File: src/rtl/uart_pkg.sv
// Shared definitions for the UART-ALU system: sequencer state encoding,
// default data widths and the ALU opcode set.
package uart_pkg;

  localparam int NB_DATA_DEFAULT = 8;
  localparam int NB_OP_DEFAULT   = 6;
  localparam int NB_STATE        = 3;

  typedef enum logic [NB_STATE-1:0] {
    WAIT_A  = 3'd0,
    WAIT_B  = 3'd1,
    WAIT_OP = 3'd2,
    EXEC    = 3'd3,
    SEND    = 3'd4,
    WAIT_TX = 3'd5
  } state_t;

  localparam logic [NB_OP_DEFAULT-1:0] OP_ADD = 6'b100000;
  localparam logic [NB_OP_DEFAULT-1:0] OP_SUB = 6'b100010;
  localparam logic [NB_OP_DEFAULT-1:0] OP_AND = 6'b100100;
  localparam logic [NB_OP_DEFAULT-1:0] OP_OR  = 6'b100101;
  localparam logic [NB_OP_DEFAULT-1:0] OP_XOR = 6'b100110;
  localparam logic [NB_OP_DEFAULT-1:0] OP_SRA = 6'b000011;
  localparam logic [NB_OP_DEFAULT-1:0] OP_SRL = 6'b000010;
  localparam logic [NB_OP_DEFAULT-1:0] OP_NOR = 6'b100111;

  function automatic logic is_busy_state(input state_t s);
    return (s == EXEC) || (s == SEND) || (s == WAIT_TX);
  endfunction

endpackage

File: src/rtl/inter_byte_timer.sv
// Counts baud ticks between bytes of one command and flags expiry when the
// count would reach TIMEOUT_TICKS; a clear in the same cycle suppresses expiry.
module inter_byte_timer #(
  parameter int TIMEOUT_TICKS = 1600
) (
  input  logic i_clk,
  input  logic i_reset,
  input  logic i_enable,
  input  logic i_clear,
  input  logic i_tick,
  output logic o_expire
);

  localparam int NB_COUNT = $clog2(TIMEOUT_TICKS + 1);
  localparam logic [NB_COUNT-1:0] LAST_COUNT = NB_COUNT'(TIMEOUT_TICKS - 1);

  logic [NB_COUNT-1:0] count;

  assign o_expire = i_enable && i_tick && !i_clear && (count == LAST_COUNT);

  // Expiry resets the count, so it tops out at TIMEOUT_TICKS-1 and never wraps.
  always_ff @(posedge i_clk) begin
    if (!i_reset) begin
      count <= '0;
    end else if (!i_enable || i_clear || o_expire) begin
      count <= '0;
    end else if (i_tick) begin
      count <= count + 1'b1;
    end
  end

endmodule

File: src/rtl/uart_alu_interface.sv
// Sequencer between uart_rx, the ALU and uart_tx: gathers A, B and opcode,
// captures the ALU result and hands it to uart_tx, aborting stalled commands.
module uart_alu_interface
  import uart_pkg::*;
#(
  parameter int NB_DATA       = NB_DATA_DEFAULT,
  parameter int NB_OP         = NB_OP_DEFAULT,
  parameter int TIMEOUT_TICKS = 1600
) (
  input  logic               i_clk,
  input  logic               i_reset,
  input  logic               i_tick,
  input  logic               i_rx_done,
  input  logic [NB_DATA-1:0] i_rx_data,
  input  logic [NB_DATA-1:0] i_alu_result,
  input  logic               i_tx_done,
  output logic [NB_DATA-1:0] o_data_a,
  output logic [NB_DATA-1:0] o_data_b,
  output logic [NB_OP-1:0]   o_op,
  output logic               o_tx_start,
  output logic [NB_DATA-1:0] o_tx_data,
  output logic               o_busy,
  output logic               o_error,
  output logic               o_overrun
);

  state_t             state, state_next;
  logic [NB_DATA-1:0] data_a_next, data_b_next, tx_data_next;
  logic [NB_OP-1:0]   op_next;
  logic               error_next, overrun_next;
  logic               timer_enable, timer_expire;

  assign timer_enable = (state == WAIT_B) || (state == WAIT_OP);

  inter_byte_timer #(
    .TIMEOUT_TICKS(TIMEOUT_TICKS)
  ) u_timer (
    .i_clk    (i_clk),
    .i_reset  (i_reset),
    .i_enable (timer_enable),
    .i_clear  (i_rx_done),
    .i_tick   (i_tick),
    .o_expire (timer_expire)
  );

  always_comb begin
    state_next   = state;
    data_a_next  = o_data_a;
    data_b_next  = o_data_b;
    op_next      = o_op;
    tx_data_next = o_tx_data;
    error_next   = 1'b0;
    overrun_next = 1'b0;
    case (state)
      WAIT_A: begin
        if (i_rx_done) begin
          data_a_next = i_rx_data;
          state_next  = WAIT_B;
        end
      end
      WAIT_B: begin
        if (i_rx_done) begin
          data_b_next = i_rx_data;
          state_next  = WAIT_OP;
        end else if (timer_expire) begin
          error_next = 1'b1;
          state_next = WAIT_A;
        end
      end
      WAIT_OP: begin
        if (i_rx_done) begin
          op_next    = i_rx_data[NB_OP-1:0];
          state_next = EXEC;
        end else if (timer_expire) begin
          error_next = 1'b1;
          state_next = WAIT_A;
        end
      end
      EXEC: begin
        tx_data_next = i_alu_result;
        overrun_next = i_rx_done;
        state_next   = SEND;
      end
      SEND: begin
        overrun_next = i_rx_done;
        state_next   = WAIT_TX;
      end
      WAIT_TX: begin
        overrun_next = i_rx_done;
        if (i_tx_done) begin
          state_next = WAIT_A;
        end
      end
      default: state_next = WAIT_A;
    endcase
  end

  // tx_start and busy follow the registered state so uart_tx sees the start
  // pulse in the same cycle the result byte becomes valid.
  always_ff @(posedge i_clk) begin
    if (!i_reset) begin
      state      <= WAIT_A;
      o_data_a   <= '0;
      o_data_b   <= '0;
      o_op       <= '0;
      o_tx_data  <= '0;
      o_tx_start <= 1'b0;
      o_busy     <= 1'b0;
      o_error    <= 1'b0;
      o_overrun  <= 1'b0;
    end else begin
      state      <= state_next;
      o_data_a   <= data_a_next;
      o_data_b   <= data_b_next;
      o_op       <= op_next;
      o_tx_data  <= tx_data_next;
      o_tx_start <= (state_next == SEND);
      o_busy     <= is_busy_state(state_next);
      o_error    <= error_next;
      o_overrun  <= overrun_next;
    end
  end

endmodule

File: config.mk
export PLATFORM = sky130hd
export DESIGN_NAME = uart_alu_interface
export DESIGN_NICKNAME = d
export VERILOG_FILES = /design/src/rtl/uart_pkg.sv /design/src/rtl/inter_byte_timer.sv /design/src/rtl/uart_alu_interface.sv
export SDC_FILE = /design/constraint.sdc
export NUM_CORES = 1
export LEC_CHECK = 0
export ABC_AREA = 1
export CAP_MARGIN = 30
export CELL_PAD_IN_SITES_DETAIL_PLACEMENT = 1
export CELL_PAD_IN_SITES_GLOBAL_PLACEMENT = 2
export CORE_ASPECT_RATIO = 0.75
export CORE_UTILIZATION = 23
export CTS_CLUSTER_SIZE = 14
export DETAILED_ROUTE_END_ITERATION = 8
export GPL_TIMING_DRIVEN = 1
export PLACE_DENSITY = 0.77
export SYNTH_ARGS = -nofsm -noshare
export SYNTH_HDL_FRONTEND = slang
export SYNTH_SLANG_ARGS = --single-unit
File: constraint.sdc
create_clock -name i_clk -period 3.3 [get_ports i_clk]
set_input_delay 0.495 -clock i_clk [delete_from_list [all_inputs] [get_ports i_clk]]
set_output_delay 0.495 -clock i_clk [all_outputs]
set_load 0.01 [all_outputs]
==> results list <==
- Run status: completed
* Worst supply voltage drop on vdd: 0.165 mV
- Number of buffers on the longest clock path: 2
- Top fanout value on the critical path: 31
- The initial antenna violation count is 0.
- After clock tree synthesis, the flow added hold-fix buffers numbering 0.
- Averaged over all synthesized cells, the footprint is 7.56 um^2.
* Number of buffers and inverters on the critical path: 3
* Antenna diode count: 0
- Sequential cells burn 56.2% of the power.
- After synthesis the netlist holds a flip-flop and latch count of 48.
- CTS Buf Count: 5
* Clock-pin transition on the worst setup and hold timing paths: 90 ps
- Once detailed placement completed, the half-perimeter wirelength came to 3830 um.
* Crit start category: primary input
* Clock period minus worst slack: 1770 ps
- Sequential area share after synthesis: 51.9%
- Pins over their slew limit: 0
- Synth Cell Area: 1850 um^2
* Data arrival time at the worst-slack endpoint: 2000 ps
- In this run, the number of DRC markers left after iteration 0 of detailed routing was 38.
* WL met3: 175 um
- In the layout the commonest cells are 65 x sky130_fd_sc_hd__nor2_1, 54 x sky130_fd_sc_hd__clkdlybuf4s50_1, 48 x sky130_fd_sc_hd__dfxtp_1.
- Relative to the synthesized area, the layout overhead comes to 39.7%.
- CTS H-Tree Depth: 2
- Final hold analysis gives a worst-case slack of 449 ps.
- After detailed routing, the average wire length per cell comes to 12.5 um.
* Most common cell after layout, fill and taps aside: sky130_fd_sc_hd__nor2_1
- Combinational cell fraction of total power: 13.3%
- Power spread over the standard cell area amounts to 423 nW/um^2.
* Number of library cell types mapped by synthesis: 24
- Global-route wire length before repair: 8160 um
- Row generation in the floorplan step produced 27 rows.
* Worst Hold Class: flop to flop
- After the last flow step, the layout net total stands at 325.
* Final worst path period share: 53.7%
- At the later pin of the worst-skew pair, clock insertion delay measures 290 ps.
* Start-to-end type of the worst setup path: primary input to flop
- Detailed route wirelength on metal2: 1990 um
* Ports placed on the boundary: 55
* Yosys top cell by area: sky130_fd_sc_hd__dfxtp_1
* CP delay by family, top: buffers and inverters
- Routability-driven placement finished with a final weighted congestion of 0.724.
- Die span in x: 106 um
- Total global routing track utilization: 12.6%
- Input and output buffers added on the ports amount to 54.
* Net switching power of the design: 274 uW
* Post-Route Skew: 5.25 ps
* Layout cell share with drive strength beyond 1: 4.95%
- Internal power summed over all cells: 820 uW
- Highest routed metal layer: met4
- Die area: 8420 um^2
* Count of instances resized after the clock tree is built: 0
- Final setup violating endpoints: 0
* Static power due to leakage: 0.964 nW
- The total overflow left after global routing is 0.
- Filler Cells Inserted: 937
- Switching share of power: 25.0%
* RSZ-0062 raised after global routing: no
* Number of global-route vias before repair: 1,615
* Total Wirelength: 5030 um
- The count of nets left with antenna violations once routing finished came out at 0.
- Transition time at the pin with the least slew margin: 538 ps
- Entering global routing, the biggest net connects 32 pins.
- Total vias in the final route: 1,676
* Core area: 7570 um^2
- For this configuration, the core starts out at a cell density of 24.5%.
* Die boundary height: 79.7 um
- The synthesized design devotes to its leading area cell type 51.9% of total area.
- Largest cells by area after synthesis: sky130_fd_sc_hd__dfxtp_1 52%, sky130_fd_sc_hd__nor2_1 13%, sky130_fd_sc_hd__o21ai_0 9.2%
* Drt drc: 0
- Number of standard cells after synthesis: 245
- Series of cell instances along the critical path: clkdlybuf4s50_1 > buf_4 > clkinv_1 > nor2_2 > o21ai_2 > a21oi_1
* Number of synthesis warnings: 0
- Endpoints failing hold: 0
* Clock tree from TritonCTS: yes
* Data required time of the worst path: 3530 ps
* CP max-delay cell: sky130_fd_sc_hd__clkdlybuf4s50_1
- Max-Cap Viols: 0
- Rel. slew slack: 64.1%
- Via density: 4.15
- Metal-1 WL: 2800 um
- The worst setup path is captured at a flop.
- Highest clock frequency the design can meet: 565 MHz
* Cell at the root of the clock tree: sky130_fd_sc_hd__clkbuf_8
* Count of buffers added by post-CTS timing repair for setup: 0
* CTS sink cnt: 48
- Summed over all failing endpoints, the final setup total negative slack is 0 ps.
- On the worst path, the slowest cell contributes a delay of 460 ps.
- First-pass iteration count of the detailed router: 4
* Mapped Nets: 267
- Clock network fraction of design power: 30.5%
==> metrics by stage <==
step / area (um^2) / instances / util (%) / setup slack (ps) / power, mW
final: 2590 / 404 / 34.2 / 1530 / 1.09
after floorplan: 1850 / 245 / - / 2150 / 0.689
after global placement: 2510 / 397 / 33.2 / 1230 / 0.774
after global routing: 2590 / 404 / 34.2 / 1380 / 1.15
after detailed placement: 2510 / 397 / 33.2 / 1210 / 0.775
after CTS: 2590 / 404 / 34.2 / 1530 / 1.11
==> worst reg2reg max path: stages (launching register included) <==
cell and delay [ps]:
sky130_fd_sc_hd__dfxtp_1 390, sky130_fd_sc_hd__nor2_2 150, sky130_fd_sc_hd__nand3_1 400, sky130_fd_sc_hd__o21ai_0 350, sky130_fd_sc_hd__a21oi_1 60
==> layout make-up <==
type                       count  area, um^2  share of cell area [%]
multi-input combinational    166         769                    29.7
inverter                      26        97.6                    3.77
sequential                    48         961                    37.1
clock buffer                   6        72.6                    2.80
clock inverter                 1        5.00                   0.193
tap                          101         126                    4.88
timing repair buffer          56         556                    21.5
==> kinds of logic after synthesis <==
kind of cell,after synthesis,synth area share [%]
buf+inv,31,6.55
xor+xnor,7,3.31
compound gates,49,13.5
fa+ha+maj,1,0.676
simple gates,109,24.1
flops,48,51.9
==> synth_stat cells <==
library cell                n
sky130_fd_sc_hd__nor3b_1    1
sky130_fd_sc_hd__clkbuf_1   3
sky130_fd_sc_hd__inv_2      2
sky130_fd_sc_hd__o21ai_2    1
sky130_fd_sc_hd__nand3_1    5
sky130_fd_sc_hd__nor2_2     2
sky130_fd_sc_hd__nand3b_1   1
sky130_fd_sc_hd__nand2_2    1
sky130_fd_sc_hd__ha_1       1
sky130_fd_sc_hd__xor2_1     5
sky130_fd_sc_hd__xnor2_1    2
sky130_fd_sc_hd__buf_2      1
sky130_fd_sc_hd__inv_1     22
sky130_fd_sc_hd__o21ai_0   34
sky130_fd_sc_hd__nor3_1     1
sky130_fd_sc_hd__clkinv_1   2
sky130_fd_sc_hd__buf_4      1
sky130_fd_sc_hd__a31oi_1    1
sky130_fd_sc_hd__nand4_2    1
sky130_fd_sc_hd__nand4_1    2
sky130_fd_sc_hd__dfxtp_1   48
sky130_fd_sc_hd__nand2_1   30
sky130_fd_sc_hd__nor2_1    65
sky130_fd_sc_hd__a21oi_1   13
==> state kept, by name, summed over array words and instances, names as in the netlist <==
name and cells:
u_timer.count 11, o_data_a 8, o_data_b 8, o_tx_data 8
o_op 6, state 3, o_busy 1, o_error 1
o_overrun 1, o_tx_start 1
==> power by group through the flow <==
stage          clock, mW  combinational [mW]  sequential, mW
2_1_floorplan          0              0.0528           0.636
3_3_place_gp           0               0.146           0.628
3_5_place_dp           0               0.147           0.629
4_1_cts            0.346               0.147           0.615
5_1_grt            0.370               0.162           0.618
6_report           0.334               0.145           0.614
==> worst paths after layout <==
path	from	endpoint	slack, ps	depth (start not counted)
setup / recovery	i_reset	u_timer.count[1]	1530	6
hold / removal	o_data_b[4]	o_data_b[4]	450	2
setup reg to reg	state[1]	o_data_b[5]	1830	4
hold reg to reg	o_data_b[4]	o_data_b[4]	450	2
==> metal layers <==
metal	vias to the layer above	GRT usage [%]
li1	886	-
met1	753	18.2
met2	32	18.2
met3	5	2.69
met4	0	5.00
met5	-	0
No activity file was read; power rests on OpenSTA's default activity.
==> RTL edit: new RTL, same settings <==
Add an input register stage for `i_tick`, `i_rx_done`, `i_rx_data`, `i_alu_result` and `i_tx_done`, with the module's reset; this delays them by one clock.
--- a/src/rtl/uart_alu_interface.sv
+++ b/src/rtl/uart_alu_interface.sv
@@ -24,6 +24,28 @@
   output logic               o_overrun
 );
 
+  logic i_tick_q;
+  logic i_rx_done_q;
+  logic [NB_DATA-1:0] i_rx_data_q;
+  logic [NB_DATA-1:0] i_alu_result_q;
+  logic i_tx_done_q;
+
+  always_ff @(posedge i_clk) begin
+    if (!i_reset) begin
+      i_tick_q       <= '0;
+      i_rx_done_q    <= '0;
+      i_rx_data_q    <= '0;
+      i_alu_result_q <= '0;
+      i_tx_done_q    <= '0;
+    end else begin
+      i_tick_q       <= i_tick;
+      i_rx_done_q    <= i_rx_done;
+      i_rx_data_q    <= i_rx_data;
+      i_alu_result_q <= i_alu_result;
+      i_tx_done_q    <= i_tx_done;
+    end
+  end
+
   state_t             state, state_next;
   logic [NB_DATA-1:0] data_a_next, data_b_next, tx_data_next;
   logic [NB_OP-1:0]   op_next;
@@ -38,8 +60,8 @@
     .i_clk    (i_clk),
     .i_reset  (i_reset),
     .i_enable (timer_enable),
-    .i_clear  (i_rx_done),
-    .i_tick   (i_tick),
+    .i_clear  (i_rx_done_q),
+    .i_tick   (i_tick_q),
     .o_expire (timer_expire)
   );
 
@@ -53,14 +75,14 @@
     overrun_next = 1'b0;
     case (state)
       WAIT_A: begin
-        if (i_rx_done) begin
-          data_a_next = i_rx_data;
+        if (i_rx_done_q) begin
+          data_a_next = i_rx_data_q;
           state_next  = WAIT_B;
         end
       end
       WAIT_B: begin
-        if (i_rx_done) begin
-          data_b_next = i_rx_data;
+        if (i_rx_done_q) begin
+          data_b_next = i_rx_data_q;
           state_next  = WAIT_OP;
         end else if (timer_expire) begin
           error_next = 1'b1;
@@ -68,8 +90,8 @@
         end
       end
       WAIT_OP: begin
-        if (i_rx_done) begin
-          op_next    = i_rx_data[NB_OP-1:0];
+        if (i_rx_done_q) begin
+          op_next    = i_rx_data_q[NB_OP-1:0];
           state_next = EXEC;
         end else if (timer_expire) begin
           error_next = 1'b1;
@@ -77,17 +99,17 @@
         end
       end
       EXEC: begin
-        tx_data_next = i_alu_result;
-        overrun_next = i_rx_done;
+        tx_data_next = i_alu_result_q;
+        overrun_next = i_rx_done_q;
         state_next   = SEND;
       end
       SEND: begin
-        overrun_next = i_rx_done;
+        overrun_next = i_rx_done_q;
         state_next   = WAIT_TX;
       end
       WAIT_TX: begin
-        overrun_next = i_rx_done;
-        if (i_tx_done) begin
+        overrun_next = i_rx_done_q;
+        if (i_tx_done_q) begin
           state_next = WAIT_A;
         end
       end
Formal check against the unedited RTL: not equivalent (a bounded check fails within 4 cycles, from zero or initial values and one cycle with i_reset low).
==> RTL edit against the unedited design <==
Die area grew 33%; largest power group is now clock; count of clock-buffer cells in the layout grew 8; maximum frequency grew 1.6%; sequential power grew 39%; total power grew 70%; area after synthesis grew 34%; clock skew grew 1.2 ps; cell area grew 34%; sequential cell count grew 19; wire length grew 25%; setup slack gained 28 ps.
==> RTL edit: results (changes against the unedited design) <==
Status = finished, final reports clean (unchanged)
Critical Path Start = o_op[3] (was i_reset)
Worst path top cell family by delay = buffers and inverters (unchanged)
Distinct cell type count after synthesis = 27 (was 24)
Layout cells sized above 1 = 0.118 (was 0.0495)
Arrival time worst endpoint = 1250 ps (was 2000 ps)
Max VDD drop = 0.194 mV (was 0.165 mV)
H-tree levels = 3 (was 2)
GPL Wtd Cong = 0.688 (was 0.724)
R2R Path Start = state[2] (was state[1])
Detailed-route via count = 2077 (was 1676)
Clk_lat worst skew = 330 ps (was 290 ps)
Seq. pwr = 0.853 mW (was 0.614 mW)
P_sw = 0.412 mW (was 0.274 mW)
# nets final = 390 (was 325)
Clock skew = 6.47 ps (was 5.25 ps)
Syn Nets = 329 (was 267)
Number of global-route vias before repair = 2153 (was 1615)
Sequential area share after synthesis = 0.541 (was 0.519)
Commonest cells post-synth = dfxtp_1 (67), nor2_1 (62), nand2_1 (47) (was nor2_1 (65), dfxtp_1 (48), o21ai_0 (34))
Pleak = 1.45 nW (was 0.964 nW)
Critical path's largest stage delay = 580 ps (was 460 ps)
First-pass GRT wire length = 10.5 mm (was 8.16 mm)
Switching Fraction = 0.221 (was 0.250)
Initial DRC Count = 102 (was 38)
Combinational power share = 0.067 (was 0.133)
Crit-path max FO = 2 (was 31)
WL/cell = 12.3 µm (was 12.5 µm)
HP Start = o_data_b[0] (was o_data_b[4])
GRT Util Overall = 0.127 (was 0.126)
Clk pin slew, worst setup/hold paths = 60 ps (was 90 ps)
Hold worst-path end = o_data_b[0] (was o_data_b[4])
CTS Buf Count = 9 (was 5)
Top cells by area, synth = dfxtp_1 (54%), nor2_1 (9.4%), nand2_1 (7.1%) (was dfxtp_1 (52%), nor2_1 (13%), o21ai_0 (9.2%))
Post-DP HPWL = 4.54 mm (was 3.83 mm)
Root Buffer = clkbuf_16 (was clkbuf_8)
Worst Tran Pin Value = 578 ps (was 538 ps)
-- RTL edit: per-stage QoR --
step / util / instance area, µm² / setup WS [ps] / hold slack [ps] / std cells
finish: 0.335 / 3480 / 1560 / 444 / 509
global route: 0.335 / 3480 / 1480 / 473 / 509
CTS: 0.333 / 3450 / 1370 / 450 / 508
detailed placement: 0.306 / 3180 / 1020 / 439 / 492
global placement: 0.306 / 3180 / 1070 / 437 / 492
floorplan: - / 2480 / 2180 / 441 / 307
-- RTL edit: final cells by class --
type / instances / area, µm²
multi-input cells: 187 / 936
repair buffers: 57 / 583
well taps: 136 / 170
clock buffers: 14 / 264
flip-flops and latches: 67 / 1340
inverters: 46 / 174
clock inverters: 2 / 10.0
fillers: 1230 / 6890
-- RTL edit: routing by layer --
metal | vias up | track usage | routed length, µm
met5 | - | 0 | 0
met4 | 0 | 0.0401 | 59
met3 | 6 | 0.0609 | 420
met2 | 44 | 0.185 | 2700
met1 | 959 | 0.162 | 3100
li1 | 1068 | - | -
-- RTL edit: logic make-up after synthesis --
logic type,share of synthesized area
AOI/OAI and AO/OA,0.0978
xor gates and xnor gates,0.0176
adders and majority gates,0.00504
buffers and inverters,0.0822
DFF,0.541
and+or+nand+nor,0.257
-- RTL edit: worst max-delay path by stage --
| stage | to | slack, ps | depth (start not counted) |
|---|---|---|---|
| 5_1_grt | o_op[3] | 1480 | 1 |
| 6_report | o_op[3] | 1560 | 1 |
| 4_1_cts | state[1] | 1370 | 3 |
| 2_1_floorplan | u_timer.count[4] | 2180 | 6 |
| 3_5_place_dp | u_timer.count[2] | 1020 | 5 |
| 3_3_place_gp | o_tx_data[5] | 1070 | 4 |
